$ cat config.mk
export PLATFORM = sky130hd
export DESIGN_NAME = riscv_muldiv_unit
export DESIGN_NICKNAME = d
export VERILOG_FILES = /design/src/rtl/riscv_muldiv_pkg.sv /design/src/rtl/riscv_div_iter.sv /design/src/rtl/riscv_muldiv_unit.sv
export SDC_FILE = /design/constraint.sdc
export NUM_CORES = 2
export LEC_CHECK = 0
export BUFFER_PORTS_ARGS = -buffer_cell sky130_fd_sc_hd__buf_2
export CAP_MARGIN = 10
export CORE_MARGIN = 2
export CORE_UTILIZATION = 46
export DETAILED_ROUTE_END_ITERATION = 10
export GPL_ROUTABILITY_DRIVEN = 0
export SLEW_MARGIN = 15
export SYNTH_ARGS = -nofsm -noshare
export SYNTH_HDL_FRONTEND = slang
export SYNTH_SLANG_ARGS = --single-unit
$ cat constraint.sdc
create_clock -name clk -period 9.8 [get_ports clk]
set_clock_uncertainty 0.15 [all_clocks]
set_input_delay 2.94 -clock clk [delete_from_list [all_inputs] [get_ports clk]]
set_output_delay 2.94 -clock clk [all_outputs]
set_load 0.05 [all_outputs]
$ cat src/rtl/riscv_muldiv_pkg.sv
// Shared encodings for the M-extension execute unit: funct3 codes, FSM states,
// latched-op record and the per-op operand signedness decode.
package riscv_muldiv_pkg;

   localparam logic [2:0] MULDIV_MUL    = 3'b000;
   localparam logic [2:0] MULDIV_MULH   = 3'b001;
   localparam logic [2:0] MULDIV_MULHSU = 3'b010;
   localparam logic [2:0] MULDIV_MULHU  = 3'b011;
   localparam logic [2:0] MULDIV_DIV    = 3'b100;
   localparam logic [2:0] MULDIV_DIVU   = 3'b101;
   localparam logic [2:0] MULDIV_REM    = 3'b110;
   localparam logic [2:0] MULDIV_REMU   = 3'b111;

   typedef enum logic [2:0] {
      ST_IDLE = 3'd0,
      ST_MUL  = 3'd1,
      ST_DIV  = 3'd2,
      ST_FIX  = 3'd3,
      ST_DONE = 3'd4
   } muldiv_state_t;

   typedef struct packed {
      logic [2:0] funct3;
      logic       neg_main;   // negate product / quotient in the fixup cycle
      logic       neg_rem;    // remainder follows the dividend sign
   } muldiv_op_t;

   // {rs1_signed, rs2_signed}; MUL keeps the low half so signedness is irrelevant
   function automatic logic [1:0] operand_signs(input logic [2:0] funct3);
      logic [1:0] s;
      case (funct3)
         MULDIV_MULH, MULDIV_DIV, MULDIV_REM: s = 2'b11;
         MULDIV_MULHSU:                       s = 2'b10;
         default:                             s = 2'b00;
      endcase
      return s;
   endfunction

endpackage

$ cat src/rtl/riscv_div_iter.sv
// Radix-2 restoring divider on unsigned magnitudes, one quotient bit per step;
// XLEN steps after load, last is high during the final step.
module riscv_div_iter
   import riscv_muldiv_pkg::*;
#(
   parameter int XLEN = 32
) (
   input  logic            clk,
   input  logic            reset,
   input  logic            load,
   input  logic [XLEN-1:0] dividend,
   input  logic [XLEN-1:0] divisor,
   input  logic            step,
   output logic [XLEN-1:0] quotient,
   output logic [XLEN-1:0] remainder,
   output logic            last
);

   localparam int CW = $clog2(XLEN);
   localparam logic [CW-1:0] LAST_CNT = CW'(XLEN - 1);

   logic [XLEN-1:0] rem_q, quo_q, dvs_q;
   logic [CW-1:0]   cnt_q;
   logic [XLEN:0]   part, diff;

   // quo_q doubles as the dividend shift register; quotient bits enter at the bottom
   assign part = {rem_q, quo_q[XLEN-1]};
   assign diff = part - {1'b0, dvs_q};

   assign quotient  = quo_q;
   assign remainder = rem_q;
   assign last      = (cnt_q == LAST_CNT);

   always_ff @(posedge clk or negedge reset) begin
      if (!reset) begin
         rem_q <= '0;
         quo_q <= '0;
         dvs_q <= '0;
         cnt_q <= '0;
      end else if (load) begin
         rem_q <= '0;
         quo_q <= dividend;
         dvs_q <= divisor;
         cnt_q <= '0;
      end else if (step) begin
         if (diff[XLEN]) begin
            rem_q <= part[XLEN-1:0];
            quo_q <= {quo_q[XLEN-2:0], 1'b0};
         end else begin
            rem_q <= diff[XLEN-1:0];
            quo_q <= {quo_q[XLEN-2:0], 1'b1};
         end
         if (!last) cnt_q <= cnt_q + CW'(1);
      end
   end

endmodule

$ cat src/rtl/riscv_muldiv_unit.sv
// RV32M/RV64M multiply/divide unit, start/busy/done handshake; latency 1 (fast paths),
// XLEN+1 (iterative MUL) or XLEN+2 (DIV/REM); start ignored while busy, flush aborts.
module riscv_muldiv_unit
   import riscv_muldiv_pkg::*;
#(
   parameter int XLEN     = 32,
   parameter bit FAST_MUL = 1'b1
) (
   input  logic            clk,
   input  logic            reset,
   input  logic            start,
   input  logic [2:0]      funct3,
   input  logic [XLEN-1:0] rs1,
   input  logic [XLEN-1:0] rs2,
   input  logic            flush,
   output logic            busy,
   output logic            done,
   output logic [XLEN-1:0] result
);

   localparam int CW = $clog2(XLEN);
   localparam logic [CW-1:0] LAST_CNT = CW'(XLEN - 1);

   muldiv_state_t     state;
   muldiv_op_t        op_q;
   logic [XLEN-1:0]   mcand_q;
   logic [2*XLEN-1:0] prod_q;
   logic [CW-1:0]     mul_cnt;

   logic [1:0]        sgn;
   logic              a_neg, b_neg, is_div, div_zero, ovf, accept, div_load, div_last;
   logic [XLEN-1:0]   mag_a, mag_b, div_quo, div_rem, quo_signed, rem_signed, fix_val;
   logic [2*XLEN-1:0] fast_prod, fast_signed, prod_signed;

   // shift-add step: conditionally add multiplicand to the high half, then shift right
   function automatic logic [2*XLEN-1:0] mul_step(input logic [2*XLEN-1:0] p,
                                                  input logic [XLEN-1:0]   m);
      logic [XLEN:0] sum;
      sum = {1'b0, p[2*XLEN-1:XLEN]} + (p[0] ? {1'b0, m} : '0);
      return {sum, p[XLEN-1:1]};
   endfunction

   function automatic logic [XLEN-1:0] pick(input logic [2*XLEN-1:0] p, input logic [2:0] f);
      return (f == MULDIV_MUL) ? p[XLEN-1:0] : p[2*XLEN-1:XLEN];
   endfunction

   assign sgn      = operand_signs(funct3);
   assign a_neg    = sgn[1] & rs1[XLEN-1];
   assign b_neg    = sgn[0] & rs2[XLEN-1];
   assign mag_a    = a_neg ? -rs1 : rs1;
   assign mag_b    = b_neg ? -rs2 : rs2;
   assign is_div   = funct3[2];
   assign div_zero = (rs2 == '0);
   assign ovf      = sgn[1] & (rs1 == {1'b1, {(XLEN-1){1'b0}}}) & (rs2 == '1);
   assign accept   = start & ~busy & ~flush;
   assign div_load = accept & is_div & ~div_zero & ~ovf;

   assign fast_prod   = {{XLEN{1'b0}}, mag_a} * {{XLEN{1'b0}}, mag_b};
   assign fast_signed = (a_neg ^ b_neg) ? -fast_prod : fast_prod;
   assign prod_signed = op_q.neg_main ? -prod_q : prod_q;
   assign quo_signed  = op_q.neg_main ? -div_quo : div_quo;
   assign rem_signed  = op_q.neg_rem ? -div_rem : div_rem;
   assign fix_val     = op_q.funct3[2] ? (op_q.funct3[1] ? rem_signed : quo_signed)
                                       : pick(prod_signed, op_q.funct3);

   riscv_div_iter #(.XLEN(XLEN)) u_div (
      .clk       (clk),
      .reset     (reset),
      .load      (div_load),
      .dividend  (mag_a),
      .divisor   (mag_b),
      .step      ((state == ST_DIV) & ~flush),
      .quotient  (div_quo),
      .remainder (div_rem),
      .last      (div_last)
   );

   always_ff @(posedge clk or negedge reset) begin
      if (!reset) begin
         state   <= ST_IDLE;
         busy    <= 1'b0;
         done    <= 1'b0;
         result  <= '0;
         op_q    <= '0;
         mcand_q <= '0;
         prod_q  <= '0;
         mul_cnt <= '0;
      end else begin
         done <= 1'b0;
         case (state)
            ST_MUL: begin
               if (flush) begin
                  state <= ST_IDLE;
                  busy  <= 1'b0;
               end else begin
                  prod_q <= mul_step(prod_q, mcand_q);
                  if (mul_cnt == LAST_CNT) state   <= ST_FIX;
                  else                     mul_cnt <= mul_cnt + CW'(1);
               end
            end
            ST_DIV: begin
               if (flush) begin
                  state <= ST_IDLE;
                  busy  <= 1'b0;
               end else if (div_last) begin
                  state <= ST_FIX;
               end
            end
            ST_FIX: begin
               state <= flush ? ST_IDLE : ST_DONE;
               busy  <= 1'b0;
               if (!flush) begin
                  result <= fix_val;
                  done   <= 1'b1;
               end
            end
            default: begin
               state <= ST_IDLE;
               if (accept) begin
                  op_q <= '{funct3: funct3, neg_main: a_neg ^ b_neg, neg_rem: a_neg};
                  if (is_div && (div_zero || ovf)) begin
                     if (div_zero) result <= funct3[1] ? rs1 : '1;
                     else          result <= funct3[1] ? '0 : rs1;
                     state <= ST_DONE;
                     done  <= 1'b1;
                  end else if (is_div) begin
                     state <= ST_DIV;
                     busy  <= 1'b1;
                  end else if (FAST_MUL) begin
                     result <= pick(fast_signed, funct3);
                     state  <= ST_DONE;
                     done   <= 1'b1;
                  end else begin
                     // bit 0 of the multiplier is consumed on the accepting edge
                     mcand_q <= mag_a;
                     prod_q  <= mul_step({{XLEN{1'b0}}, mag_b}, mag_a);
                     mul_cnt <= CW'(1);
                     state   <= ST_MUL;
                     busy    <= 1'b1;
                  end
               end
            end
         endcase
      end
   end

endmodule

# After elaboration in Yosys (flattened, before gate mapping)
# Cells that the tools add are included.
# Widths: inputs -> output; s select.
dict set report word_totals {
  output_inout_bits 34
  inputBits 71
  regBits 148
}
dict set report classes {
  n_addsub 8
  n_mul 1
  reduce_logical 17
  bitwise 18
  n_mux 45
  eq_ne 18
}
# op count
set op_table {}
lappend op_table {{$mux 32} 19}
lappend op_table {{$neg 32->32} 4}
lappend op_table {{$eq 32x32->1 const B} 2}
lappend op_table {{$mul 32x32->64} 1}
lappend op_table {{$mux 64} 1}
lappend op_table {{$neg 64->64} 1}
lappend op_table {{$pmux 32 s2} 1}
lappend op_table {{$sub 33x32->33} 1}
lappend op_table {{$logic_not 32->1} 1}
lappend op_table {{$mux 3} 8}
lappend op_table {{$mux 5} 3}
lappend op_table {{$add 5x1->5 const B} 2}
lappend op_table {{$and 1x1->1} 10}
lappend op_table {{$eq 5x5->1 const B} 2}
lappend op_table {{$eq 3x2->1 const B} 3}
lappend op_table {{$mux 1} 9}
lappend op_table {{$pmux 3 s3} 1}
lappend op_table {{$reduce_and 4->1} 2}
lappend op_table {{$not 1->1} 7}
lappend op_table {{$eq 3x1->1 const B} 2}
lappend op_table {{$eq 3x3->1 const B} 2}
lappend op_table {{$ne 3x3->1 const B} 2}
lappend op_table {{$reduce_and 2->1} 3}
lappend op_table {{$reduce_bool 3->1} 2}
lappend op_table {{14 further kinds} 18}

# Logic depth before layout (Yosys ltp)
dict set report logic_depth {
  word_depth 13
  ltp_mapped 44
  mapped_depth_nobuf 39
}

# Modules after synthesis
# Synthesis repeated with hierarchy kept, for this count alone.
dict set report unflattened {
  cells_unflattened 5595
  area_unflattened_um2 46552.1
}
# module instances cells_each seq_area_each_um2 area_each_um2
set modules_own_cells {}
lappend modules_own_cells {riscv_muldiv_unit 1 4892 1151.1 40226.1}
lappend modules_own_cells {riscv_div_iter 1 703 2527.4 6326.1}

# Least setup slack after synthesis
# OpenSTA, ideal clock, no wires.
dict set report synth_path {
  kind {input to register}
  from {input rs1[8]}
  to {register result[27]}
  stages 37
  setup_ns 0.086
  slack_ns -3.968
  path_buffers 3
  arrival_ns 13.532
  cell_sequence {clkbuf_1 > or4_1 > nor4b_1 > nand2_1 > nor3_1 > nand2_1 > o41ai_1 > xor2_1 > clkbuf_1 > nor2_1 > fa_1 > inv_1 > fa_1 > fa_1 > fa_1 > inv_1 > fa_1 > inv_1 > fa_1 > fa_1 > fa_1 > inv_1 > ha_1 > buf_2 > nand4_1 > or4_1 > nor4_1 > o211ai_1 > nand3_1 > xor2_1 > nor3_2 > or4b_4 > nor4_4 > nand3_4 > and3b_1 > mux2_1 > nor3_1}
}
dict set report synth_via {
  elab_chain_len 10
}
# element line_no
set synth_lines {}
lappend synth_lines {{start: declaration} riscv_muldiv_unit.sv:13} ;# input logic [XLEN-1:0] rs1,
lappend synth_lines {{$neg 32->32} riscv_muldiv_unit.sv:50} ;# assign mag_a = a_neg ? -rs1 : rs1;
lappend synth_lines {{$mux 32} riscv_muldiv_unit.sv:50}
lappend synth_lines {{$mul 32x32->64} riscv_muldiv_unit.sv:58} ;# assign fast_prod = {{XLEN{1'b0}}, mag_a} * {{XLEN{1'b0}}, mag_b};
lappend synth_lines {{$neg 64->64} riscv_muldiv_unit.sv:59} ;# assign fast_signed = (a_neg ^ b_neg) ? -fast_prod : fast_prod;
lappend synth_lines {{$mux 64} riscv_muldiv_unit.sv:59}
lappend synth_lines {{$mux 32} riscv_muldiv_unit.sv:44} ;# return (f == MULDIV_MUL) ? p[XLEN-1:0] : p[2*XLEN-1:XLEN];
lappend synth_lines {{$mux 32} riscv_muldiv_unit.sv:126} ;# end else if (is_div) begin
lappend synth_lines {{$mux 32} riscv_muldiv_unit.sv:121} ;# if (is_div && (div_zero || ovf)) begin
lappend synth_lines {{$mux 32} riscv_muldiv_unit.sv:119} ;# if (accept) begin
lappend synth_lines {{$pmux 32 s2} riscv_muldiv_unit.sv:90} ;# case (state)
lappend synth_lines {{end signal: assignment} riscv_muldiv_unit.sv:122} ;# if (div_zero) result <= funct3[1] ? rs1 : '1;
lappend synth_lines {{end signal: assignment} riscv_muldiv_unit.sv:123} ;# else result <= funct3[1] ? '0 : rs1;
lappend synth_lines {{end signal: assignment} riscv_muldiv_unit.sv:130} ;# result <= pick(fast_signed, funct3);
lappend synth_lines {{end: declaration} riscv_muldiv_unit.sv:18} ;# output logic [XLEN-1:0] result
# Several ways; a longest one is shown, not always the timed one. The select of a mux whose other input is x is not followed.
# A chain may end at the register's enable or synchronous reset.

# Worst setup path after layout
dict set report layout_path {
  from {input rs2[8]}
  to {register result[18]}
}
dict set report layout_via {
  elab_chain_len 10
}
# element line_no
set layout_lines {}
lappend layout_lines {{start: declaration} riscv_muldiv_unit.sv:14} ;# input logic [XLEN-1:0] rs2,
lappend layout_lines {{$neg 32->32} riscv_muldiv_unit.sv:51} ;# assign mag_b = b_neg ? -rs2 : rs2;
lappend layout_lines {{$mux 32} riscv_muldiv_unit.sv:51}
lappend layout_lines {{$mul 32x32->64} riscv_muldiv_unit.sv:58}
lappend layout_lines {{$neg 64->64} riscv_muldiv_unit.sv:59}
lappend layout_lines {{$mux 64} riscv_muldiv_unit.sv:59}
lappend layout_lines {{$mux 32} riscv_muldiv_unit.sv:44}
lappend layout_lines {{$mux 32} riscv_muldiv_unit.sv:126}
lappend layout_lines {{$mux 32} riscv_muldiv_unit.sv:121}
lappend layout_lines {{$mux 32} riscv_muldiv_unit.sv:119}
lappend layout_lines {{$pmux 32 s2} riscv_muldiv_unit.sv:90}
# Several ways; a longest one is shown, not always the timed one. The select of a mux whose other input is x is not followed.

==> out/metrics.cfg <==
[setup_path]
crit_fanout=3
worst_path_max_delay_cell=or4_4
cp_common_cell=fa_1
required_ns=9.99
worst-endpoint-arrival_ns=13.03
slowest_delay_ns=0.61
end_kind=flop
crit_type=input pin to flop
cp-start-kind=input pin

[die]
ioPinCount=105
rows=115
start_util_pct=46.6
core_area_sq_mm=0.0987
die_y_microns=320
dieArea_sq_mm=0.102
fp.dieW_microns=320

[clock_network]
cts_hold_repair.buffers=0
clk_latency_ns=0.46
htreeDepth=4
clk_pin_slew_ns=0.07
clkSinkCount=147
root_buffer=clkbuf_16
clock_path_buffers=2
numCtsBuffers=17
cts_tree=done

[synth]
yosys_most_used_dff=dfrtp_1
yosys-top-cells-area=fa_1 39%, ha_1 8.3%, dfrtp_1 8.0%, inv_1 7.8%, nor2_1 6.8%
synth_edf_count=0
synthesis.nets=6856
ys_types=103
syn_inst=5583
seq_area_frac_synth_pct=8.00
ys_seq_elements=147
avgSynthCellArea_sq_um=8.23
yosys.area.top_type=fa_1
synth_area_sq_mm=0.0460
yosysTopAreaCellShare_pct=39.1
yosys_warnings=0
async_reset_ff_share_pct=100

[timing]
totalNegativeSetupSlack_ns=-90.06
setup_violations=32
rsz0062_at_grt=yes
min_period_over_period_pct=131
max_freq_mhz=77.9
period_minus_slack_ns=12.84
report.final.slew_viol_count=0
worst_pin_slew_ns=1.14
setup_slack_ns=-3.04
finalHoldViolCount=0
max_slew_margin_pct=23.5

[grt]
grt_max_degree=101
track_usage_pct=35.0
grt_remaining_overflow=0
grt_pass1_wl_microns=270000
antenna_found_initial=6
grt_pass1_vias=44800

[detailed_routing]
m1WireLength_microns=69800
drt_wl_total_microns=177000
viasPerCell=5.66
wl_met2_microns=79300
top_layer_used=met4
num_vias=43900
wl_per_cell_microns=22.9
drc=0
drtAntennaViolNets=0
drt_iter0_drc=4021
drt_pass1_iterations=6
dr_wl_met3_microns=17300

[status]
status=finished, violations left
violations=negative setup slack

[placement]
io_buffers=104
dpl.hpwl_microns=148000

[finish]
mostFrequentLayoutCell=inv_1
drive_gt1_share_pct=24.5
fill_cells=8759
layout_common_cells=940 x inv_1, 880 x fa_1, 879 x buf_4
syn_to_final_growth_pct=29.3
fin_nets=7713

[min_path]
hold_path_class=flop to flop

[flow_run]
maxCapViolations=0

==> registers in the layout, indices dropped and copies added, names as in the netlist <==
register         count
u_div.remainder     32
op_q                 4
done                 1
u_div.cnt_q          5
u_div.dvs_q         32
result              32
state                3
u_div.quotient      32
mul_cnt              5
busy                 1
==> worst max-delay path: cells and delay by family <==
kind / cells / cell delay (ns)
AOI/OAI and AO/OA: 4 / 0.96
xor gates and xnor gates: 3 / 0.44
and+or+nand+nor: 14 / 3.05
adders and majority gates: 9 / 4.28
buffers and inverters: 12 / 1.32
==> Yosys cell counts (7+ instances only) <==
cell type / number
inv_1: 953
fa_1: 897
nor2_1: 834
nand2_1: 698
ha_1: 305
clkbuf_1: 282
a21oi_1: 240
o21ai_0: 191
dfrtp_1: 147
xnor2_1: 147
xor2_1: 127
nor3_1: 57
a31oi_1: 50
nand4_1: 48
nand3_1: 42
o31ai_1: 41
a21o_1: 35
nand2b_1: 31
or3_1: 28
o21a_1: 23
and2_1: 21
buf_2: 21
o21ai_1: 21
or4_1: 21
nor4_1: 20
a211oi_1: 18
o221ai_1: 18
o41ai_1: 18
and3_1: 17
o211ai_1: 17
mux2i_1: 14
nor2b_1: 14
a221oi_1: 11
o21bai_1: 11
and4_1: 10
a21oi_2: 9
or2_2: 9
a21boi_0: 8
mux2_2: 7
o22ai_1: 7
==> metal layers <==
metal,global-route usage [%],up-vias
met5,0,-
met4,16.7,0
met3,5.72,467
met2,54.9,2202
met1,47.3,22100
li1,-,19100
==> cell families (layout without fill, tap and decap cells) <==
group | after synthesis | after routing | share of synthesized area, %
XOR/XNOR | 274 | 274 | 5.22
adder cells (fa/ha/maj) | 1203 | 1203 | 47.4
flip-flops | 147 | 147 | 8.00
other | 0 | 6 | 0
buffers and inverters | 1260 | 2129 | 10.4
AND/OR/NAND/NOR | 1892 | 1892 | 17.6
AO/OA/AOI/OAI | 785 | 785 | 10.9
multiplexers | 22 | 22 | 0.501
==> stage by stage <==
step                util (%)  setup WS (ns)  cells  hold slack, ns  cell area, sq um
floorplan                  -          -3.13   5583           0.288             46200
global placement        56.5          -3.65   7586           0.305             55700
detailed placement      56.5          -3.76   7586           0.325             55700
CTS                     59.0          -2.95   7703           0.339             58300
global route            60.2          -3.33   7743           0.372             59400
finish                  60.2          -3.04   7745           0.338             59400
==> repair_timing <==
action,4_1_cts,5_1_grt
pin swaps,177,140
endpoints found under the setup margin,32,32
gates cloned,1,2
resized for setup,249,171
buffers inserted,97,37
==> area by class of cell <==
cell class,instances,area [sq um],share of cell area (%)
Multi-Input combinational cell,4176,40000,67.3
Timing Repair Buffer,1144,10000,16.8
Sequential cell,147,3680,6.19
Inverter,954,3580,6.03
Tap cell,1287,1610,2.71
Clock buffer,22,474,0.798
Clock inverter,9,92.6,0.156
Antenna cell,6,15.0,0.0253
==> worst paths after layout <==
kind | start | to | slack [ns] | cells after the start
min | result[0] | result[0] | 0.34 | 1
max reg2reg | u_div.quotient[31] | u_div.remainder[30] | 3.90 | 18
min reg2reg | result[0] | result[0] | 0.34 | 1
max in group asynchronous | reset | u_div.dvs_q[28] | 5.75 | 2
min in group asynchronous | reset | u_div.quotient[1] | 2.46 | 1
max | rs2[8] | result[18] | -3.04 | 42
Power is not shown: default switching activity piles up to over one toggle a cycle in this logic, so the estimate is an artifact.
